==> src/rtl/ctrl_pkg.sv <==
// Shared definitions for the burst command controller.
// Holds the FSM state encoding and the default key patterns used by the
// key decoder and the top-level controller. No ports.
package ctrl_pkg;

    localparam int STATE_W = 3;
    typedef logic [STATE_W-1:0] state_t;

    localparam state_t ST_IDLE   = 3'd0;
    localparam state_t ST_MEM_RD = 3'd1;
    localparam state_t ST_LOAD   = 3'd2;
    localparam state_t ST_WAIT   = 3'd3;
    localparam state_t ST_MEM_WR = 3'd4;
    localparam state_t ST_NEXT   = 3'd5;

    localparam int         DEF_KEY_LEN = 4;
    localparam logic [3:0] DEF_KEY_MEM = 4'b1011;
    localparam logic [3:0] DEF_KEY_DIR = 4'b1001;
    localparam logic [3:0] DEF_KEY_OFF = 4'b0000;

endpackage

==> src/rtl/key_match_decoder.sv <==
// Serial key decoder.
// Shifts qualified key bits into a KEY_LEN-bit register and compares the
// post-shift value against three patterns, registering ACTIVE/MODE.
// Ports:
//   clk, rst_n     : clock, asynchronous active-low reset
//   key_bit        : serial key bit, sampled when key_valid=1
//   key_valid      : qualifies key_bit
//   active, mode   : registered unlock state and memory/direct selection
module key_match_decoder
    import ctrl_pkg::*;
#(
    parameter int                 KEY_LEN = DEF_KEY_LEN,
    parameter logic [KEY_LEN-1:0] KEY_MEM = DEF_KEY_MEM,
    parameter logic [KEY_LEN-1:0] KEY_DIR = DEF_KEY_DIR,
    parameter logic [KEY_LEN-1:0] KEY_OFF = DEF_KEY_OFF
) (
    input  logic clk,
    input  logic rst_n,
    input  logic key_bit,
    input  logic key_valid,
    output logic active,
    output logic mode
);

    logic [KEY_LEN-1:0] shift_q, shift_d, shifted;
    logic               active_q, active_d;
    logic               mode_q, mode_d;

    always_comb begin
        shifted  = {shift_q[KEY_LEN-2:0], key_bit};
        shift_d  = shift_q;
        active_d = active_q;
        mode_d   = mode_q;
        if (key_valid) begin
            shift_d = shifted;
            if (shifted == KEY_MEM) begin
                active_d = 1'b1;
                mode_d   = 1'b1;
                shift_d  = '0;
            end else if (shifted == KEY_DIR) begin
                active_d = 1'b1;
                mode_d   = 1'b0;
                shift_d  = '0;
            end else if (shifted == KEY_OFF) begin
                // Register keeps KEY_OFF; another zero re-matches OFF, which is idempotent.
                active_d = 1'b0;
                mode_d   = 1'b0;
            end
        end
    end

    always_ff @(posedge clk or negedge rst_n) begin
        if (!rst_n) begin
            shift_q  <= '0;
            active_q <= 1'b0;
            mode_q   <= 1'b0;
        end else begin
            shift_q  <= shift_d;
            active_q <= active_d;
            mode_q   <= mode_d;
        end
    end

    assign active = active_q;
    assign mode   = mode_q;

endmodule

==> src/rtl/ctrl_burst_controller.sv <==
// Burst command controller between the command decoder, memory and the
// parallel-load Tx serializer.
// Ports:
//   CLK, RESET_N             : clock, asynchronous active-low reset
//   INPUT_KEY, KEY_VALID     : serial unlock key stream
//   VALID_CMD, RW            : command strobe and direction (1=write)
//   START_ADDR, BURST_LEN    : first address and word count (0 = 2^BURST_W)
//   Tx_DONE                  : serializer idle level
//   ACTIVE, MODE             : unlock state, 1=memory / 0=direct mode
//   ACCESS_MEM, RW_MEM       : memory strobe and direction
//   MEM_ADDR                 : current burst address
//   PARALLEL_LOAD, Tx_DATA   : serializer load / start transmit
//   BUSY                     : transaction in progress
//   ERROR                    : sticky Tx_DONE timeout flag
module ctrl_burst_controller
    import ctrl_pkg::*;
#(
    parameter int                 ADDR_W  = 8,
    parameter int                 BURST_W = 4,
    parameter int                 KEY_LEN = DEF_KEY_LEN,
    parameter logic [KEY_LEN-1:0] KEY_MEM = DEF_KEY_MEM,
    parameter logic [KEY_LEN-1:0] KEY_DIR = DEF_KEY_DIR,
    parameter logic [KEY_LEN-1:0] KEY_OFF = DEF_KEY_OFF,
    parameter int                 TIMEOUT = 255
) (
    input  logic              CLK,
    input  logic              RESET_N,
    input  logic              INPUT_KEY,
    input  logic              KEY_VALID,
    input  logic              VALID_CMD,
    input  logic              RW,
    input  logic [ADDR_W-1:0] START_ADDR,
    input  logic [BURST_W-1:0] BURST_LEN,
    input  logic              Tx_DONE,
    output logic              ACTIVE,
    output logic              MODE,
    output logic              ACCESS_MEM,
    output logic              RW_MEM,
    output logic [ADDR_W-1:0] MEM_ADDR,
    output logic              PARALLEL_LOAD,
    output logic              Tx_DATA,
    output logic              BUSY,
    output logic              ERROR
);

    localparam int                TMO_W    = $clog2(TIMEOUT + 1);
    localparam logic [TMO_W-1:0]  TMO_LAST = TMO_W'(TIMEOUT - 1);
    localparam logic [BURST_W:0]  REM_ONE  = (BURST_W + 1)'(1);

    logic active, mode;

    key_match_decoder #(
        .KEY_LEN (KEY_LEN),
        .KEY_MEM (KEY_MEM),
        .KEY_DIR (KEY_DIR),
        .KEY_OFF (KEY_OFF)
    ) u_key (
        .clk       (CLK),
        .rst_n     (RESET_N),
        .key_bit   (INPUT_KEY),
        .key_valid (KEY_VALID),
        .active    (active),
        .mode      (mode)
    );

    state_t            state_q, state_d;
    logic [ADDR_W-1:0] addr_q, addr_d;
    logic [BURST_W:0]  rem_q, rem_d;
    logic [TMO_W-1:0]  tmo_q, tmo_d;
    logic              cmd_mode_q, cmd_mode_d;
    logic              cmd_rw_q, cmd_rw_d;
    logic              error_q, error_d;
    logic              access_q, access_d;
    logic              rw_mem_q, rw_mem_d;
    logic              load_q, load_d;
    logic              busy_q, busy_d;
    logic              abort;

    // State and output registers
    always_ff @(posedge CLK or negedge RESET_N) begin
        if (!RESET_N) begin
            state_q    <= ST_IDLE;
            addr_q     <= '0;
            rem_q      <= '0;
            tmo_q      <= '0;
            cmd_mode_q <= 1'b0;
            cmd_rw_q   <= 1'b0;
            error_q    <= 1'b0;
            access_q   <= 1'b0;
            rw_mem_q   <= 1'b0;
            load_q     <= 1'b0;
            busy_q     <= 1'b0;
        end else begin
            state_q    <= state_d;
            addr_q     <= addr_d;
            rem_q      <= rem_d;
            tmo_q      <= tmo_d;
            cmd_mode_q <= cmd_mode_d;
            cmd_rw_q   <= cmd_rw_d;
            error_q    <= error_d;
            access_q   <= access_d;
            rw_mem_q   <= rw_mem_d;
            load_q     <= load_d;
            busy_q     <= busy_d;
        end
    end

    // Next-state logic
    always_comb begin
        state_d    = state_q;
        addr_d     = addr_q;
        rem_d      = rem_q;
        tmo_d      = '0;
        cmd_mode_d = cmd_mode_q;
        cmd_rw_d   = cmd_rw_q;
        error_d    = error_q;

        // Losing the key, or switching mode, kills whatever transaction is running.
        abort = (state_q != ST_IDLE) && (!active || (mode != cmd_mode_q));

        case (state_q)
            ST_IDLE: begin
                if (VALID_CMD && active) begin
                    if (mode && (RW || Tx_DONE)) begin
                        error_d    = 1'b0;
                        cmd_mode_d = 1'b1;
                        cmd_rw_d   = RW;
                        addr_d     = START_ADDR;
                        rem_d      = (BURST_LEN == '0) ? {1'b1, {BURST_W{1'b0}}}
                                                       : {1'b0, BURST_LEN};
                        state_d    = RW ? ST_MEM_WR : ST_MEM_RD;
                    end else if (!mode && Tx_DONE) begin
                        error_d    = 1'b0;
                        cmd_mode_d = 1'b0;
                        cmd_rw_d   = 1'b0;
                        state_d    = ST_LOAD;
                    end
                end
            end
            ST_MEM_WR: state_d = ST_NEXT;
            ST_MEM_RD: state_d = ST_LOAD;
            ST_LOAD:   state_d = ST_WAIT;
            ST_WAIT: begin
                tmo_d = tmo_q + TMO_W'(1);
                if (Tx_DONE) begin
                    state_d = cmd_mode_q ? ST_NEXT : ST_IDLE;
                end else if (tmo_q == TMO_LAST) begin
                    error_d = 1'b1;
                    state_d = ST_IDLE;
                end
            end
            ST_NEXT: begin
                // Address/count advance once, on leaving NEXT, so a read burst
                // can sit here waiting for Tx_DONE without over-counting.
                if (rem_q == REM_ONE) begin
                    rem_d   = rem_q - REM_ONE;
                    addr_d  = addr_q + ADDR_W'(1);
                    state_d = ST_IDLE;
                end else if (cmd_rw_q) begin
                    rem_d   = rem_q - REM_ONE;
                    addr_d  = addr_q + ADDR_W'(1);
                    state_d = ST_MEM_WR;
                end else if (Tx_DONE) begin
                    rem_d   = rem_q - REM_ONE;
                    addr_d  = addr_q + ADDR_W'(1);
                    state_d = ST_MEM_RD;
                end
            end
            default: state_d = ST_IDLE;
        endcase

        if (abort) begin
            state_d = ST_IDLE;
            error_d = error_q;
            tmo_d   = '0;
        end
    end

    // Output decode from the next state, so registered outputs line up with state_q
    always_comb begin
        access_d = (state_d == ST_MEM_WR) || (state_d == ST_MEM_RD);
        rw_mem_d = (state_d == ST_MEM_WR);
        load_d   = (state_d == ST_LOAD);
        busy_d   = (state_d != ST_IDLE);
    end

    assign ACTIVE        = active;
    assign MODE          = mode;
    assign ACCESS_MEM    = access_q;
    assign RW_MEM        = rw_mem_q;
    assign MEM_ADDR      = addr_q;
    assign PARALLEL_LOAD = load_q;
    assign Tx_DATA       = load_q;
    assign BUSY          = busy_q;
    assign ERROR         = error_q;

endmodule

==> config.mk <==
export PLATFORM = sky130hd
export DESIGN_NAME = ctrl_burst_controller
export DESIGN_NICKNAME = d
export VERILOG_FILES = /design/src/rtl/ctrl_pkg.sv /design/src/rtl/key_match_decoder.sv /design/src/rtl/ctrl_burst_controller.sv
export SDC_FILE = /design/constraint.sdc
export NUM_CORES = 1
export LEC_CHECK = 0
export ABC_AREA = 1
export CORE_MARGIN = 2
export CORE_UTILIZATION = 45
export DETAILED_ROUTE_END_ITERATION = 10
export PLACE_DENSITY = 0.74
export SLEW_MARGIN = 20
export SYNTH_ARGS = -nofsm -noshare
export SYNTH_HDL_FRONTEND = slang
export SYNTH_SLANG_ARGS = --single-unit
==> constraint.sdc <==
create_clock -name CLK -period 1.7 [get_ports CLK]
set_input_delay 0.34 -clock CLK [delete_from_list [all_inputs] [get_ports CLK]]
set_output_delay 0.34 -clock CLK [all_outputs]
set_load 0.01 [all_outputs]
==> flow_summary_export.csv <==
group,metric,value,unit
worst_setup_path,path_buf_inv,1,
detailed_routing,routed_via_density,5.10,
final_layout,fin_util,0.588,
clocking,tritoncts,"done",
worst_setup_path,path_max_fanout,7,
timing,finalMaxSlewViolations,0,
detailed_routing,ant_nets,0,
detailed_routing,vias,1856,
floorplan,core_area,4440,µm²
final_layout,antenna_cells,0,
synthesis,syn_area_per_cell,7.86,µm²
floorplan,io_pins,35,
worst_setup_path,crit_type,"reg -> out",
global_route,grt_pass1_vias,1795,
floorplan,fp.dieH,72.6,µm
pwr,leakage,1.22,nW
timing,tightestPinTransition,0.342,ns
worst_setup_path,cp-end-kind,"primary output",
synthesis,yosysWarningCount,0,
detailed_routing,wl_per_cell,11.6,µm
placement,port_buffers,34,
outcome,status,"finished clean",
synthesis,synth-edff-count,0,
timing,skew,0.00544,ns
detailed_routing,wl,4220,µm
detailed_routing,dr.pass1.iters,4,
worst_setup_path,worst_setup_path_start_kind,"register",
global_route,antenna_found_initial,0,
clocking,post_cts_buffers,0,
timing,layout_min_cycle_time,1.65,ns
placement,pre_cts_ws,-0.0583,ns
synthesis,syn_nets,293,
detailed_routing,drc_errors,0,
pwr,power,0.00325,W
final_layout,final_nets,338,
timing,fin_crit_sh,0.970,
worst_setup_path,critical_path.max_stage_delay,0.58,ns
synthesis,netlist_area,2110,µm²
pwr,peakVddDrop,0.781,mV
clocking,cts_hold_buf,0,
worst_setup_path,crit_family,"buffers and inverters",
global_route,track_usage,0.181,
timing,grt_setup_unrepaired,"false",
global_route,grt_pass1_wl,7530,µm
timing,worst_slack,0.0518,ns
clocking,numCtsBuffers,5,
clocking,htreeDepth,2,
detailed_routing,drtIter0Drc,68,
floorplan,rows,24,
job,cap_violations,0,
timing,max_clock_freq,0.607,GHz
placement,place_area,2550,µm²
global_route,grt_max_degree,37,
floorplan,die_area,5260,µm²
synthesis,synth-seq-cells,36,
min_path,worstHoldPathType,"in -> async",
timing,max_slew_margin,0.770,
timing,holdWs,0.433,ns
synthesis,synthArstFlopShare,1.00,
worst_setup_path,critical_path.cell_chain,"clkdlybuf4s50_1",
synthesis,synth_cell_types,37,
final_layout,area_growth,23.7,%
floorplan,initial_core_util,0.476,
global_route,grt_overflow,0,
worst_setup_path,arrival,1.31,ns
placement,dp_hpwl,3200,µm
clocking,cts_sinks,36,
timing,final-setup-viol-count,0,
timing,finalHoldViolations,0,
clocking,cts_resized,0,
synthesis,ys_seq_area_frac,0.426,
final_layout,final_cell_area,2620,µm²
floorplan,die_x,72.6,µm
worst_setup_path,slowest_stage,"clkdlybuf4s50_1",
worst_setup_path,cp.required,1.36,ns
synthesis,synthCells,269,
final_layout,layout-drive-gt1-share,0.131,
synthesis,ys.flop_type,"dfrtp_1",
clocking,clk_pin_slew,0.06,ns
pwr,powerDensity,1240,nW/µm²
placement,gp_congestion,0.869,
clocking,cts-root-buf,"clkbuf_8",
clocking,clk_latency,0.28,ns
clocking,ctsLongestPathBuffers,2,
[metrics by stage]
stage | instances | TNS (ns)
floorplan | 269 | 0
global placement | 359 | -0.0955
detailed placement | 359 | -0.486
CTS | 364 | 0
global route | 364 | 0
finish | 364 | 0
[state kept, by name, indices dropped and copies added, names as in the netlist, 3 cells and up]
name,flops
rem_q,5
tmo_q,8
MEM_ADDR,8
state_q,3
u_key.shift_q,3
[synth_stat cells, types with 3 or more instances]
library cell  number  area share
nor2_2             4       0.012
inv_1             27       0.048
nor3_1             3      0.0071
nand3_1           20       0.047
dfrtp_1           36        0.43
o21ai_0           14       0.033
o21ai_2            7       0.029
o22ai_1            3      0.0089
o21ai_1           10       0.024
inv_2              3      0.0053
a21oi_1            7       0.017
ha_1               5       0.030
nand2_2            6       0.018
buf_4              3       0.011
nand4_1            4       0.012
nor2_1            29       0.051
nand2_1           64        0.11
[worst register-to-register path, cell delays in order (launching register included)]
cell	delay (ns)
dfrtp_1	0.41
inv_1	0.07
ha_1	0.15
inv_1	0.04
nor2_1	0.14
nand3_1	0.10
nand2_1	0.07
nand2_1	0.06
nor2_2	0.16
nor2_4	0.06
nor2_1	0.08
nand2_1	0.05
[power breakdown]
part	internal [W]	total, W	leakage, nW	switching, W
clock	0.000263	0.000525	0.0359	0.000262
sequential	0.00111	0.00134	0.464	0.000238
combinational	0.000641	0.00138	0.725	0.000738
[routing by layer]
metal | up-vias | global-route usage | routed length (µm)
met5 | - | 0 | 0
met4 | 0 | 0.0700 | 36
met3 | 6 | 0.0333 | 251
met2 | 57 | 0.312 | 2020
met1 | 826 | 0.225 | 1910
li1 | 967 | - | -
[layout by cell type, fill, tap and decap left out, types with 7 or more instances in the layout]
cell,instances
a21oi_1,7
nand3_1,20
o21ai_2,7
buf_4,8
o21ai_0,14
dfrtp_1,36
clkdlybuf4s50_1,34
nand2_1,64
inv_1,27
nor2_1,29
o21ai_1,10
[cell type report]
type / count / area, µm²
Timing Repair Buffer: 43 / 420
Sequential cell: 36 / 901
Clock buffer: 5 / 68.8
Multi-Input combinational cell: 194 / 1020
Inverter: 34 / 135
Fill cell: 407 / 1830
Tap cell: 52 / 65.1
[path summary, 6_finish.rpt]
path                                         from  cells past startpoint                       to  slack, ns
min                                       RESET_N                      2  MEM_ADDR[4]$_DFFE_PN0P_       0.43
max                        u_key.mode$_DFFE_PN0P_                      1                     MODE       0.05
min reg2reg                    tmo_q[0]$_DFF_PN0_                      1       tmo_q[0]$_DFF_PN0_       0.49
max in group asynchronous                 RESET_N                      2     rem_q[1]$_DFFE_PN0P_       1.08
max reg2reg                    tmo_q[0]$_DFF_PN0_                     11           BUSY$_DFF_PN0_       0.19
min in group CLK               tmo_q[0]$_DFF_PN0_                      1       tmo_q[0]$_DFF_PN0_       0.49
[logic make-up after synthesis]
logic type | share of synthesized area
buf+inv | 0.0894
fa+ha+maj | 0.0296
flops | 0.426
mux | 0.0148
xor+xnor | 0.0124
compound gates | 0.125
simple gates | 0.303
(Power assumes the default switching activity.)
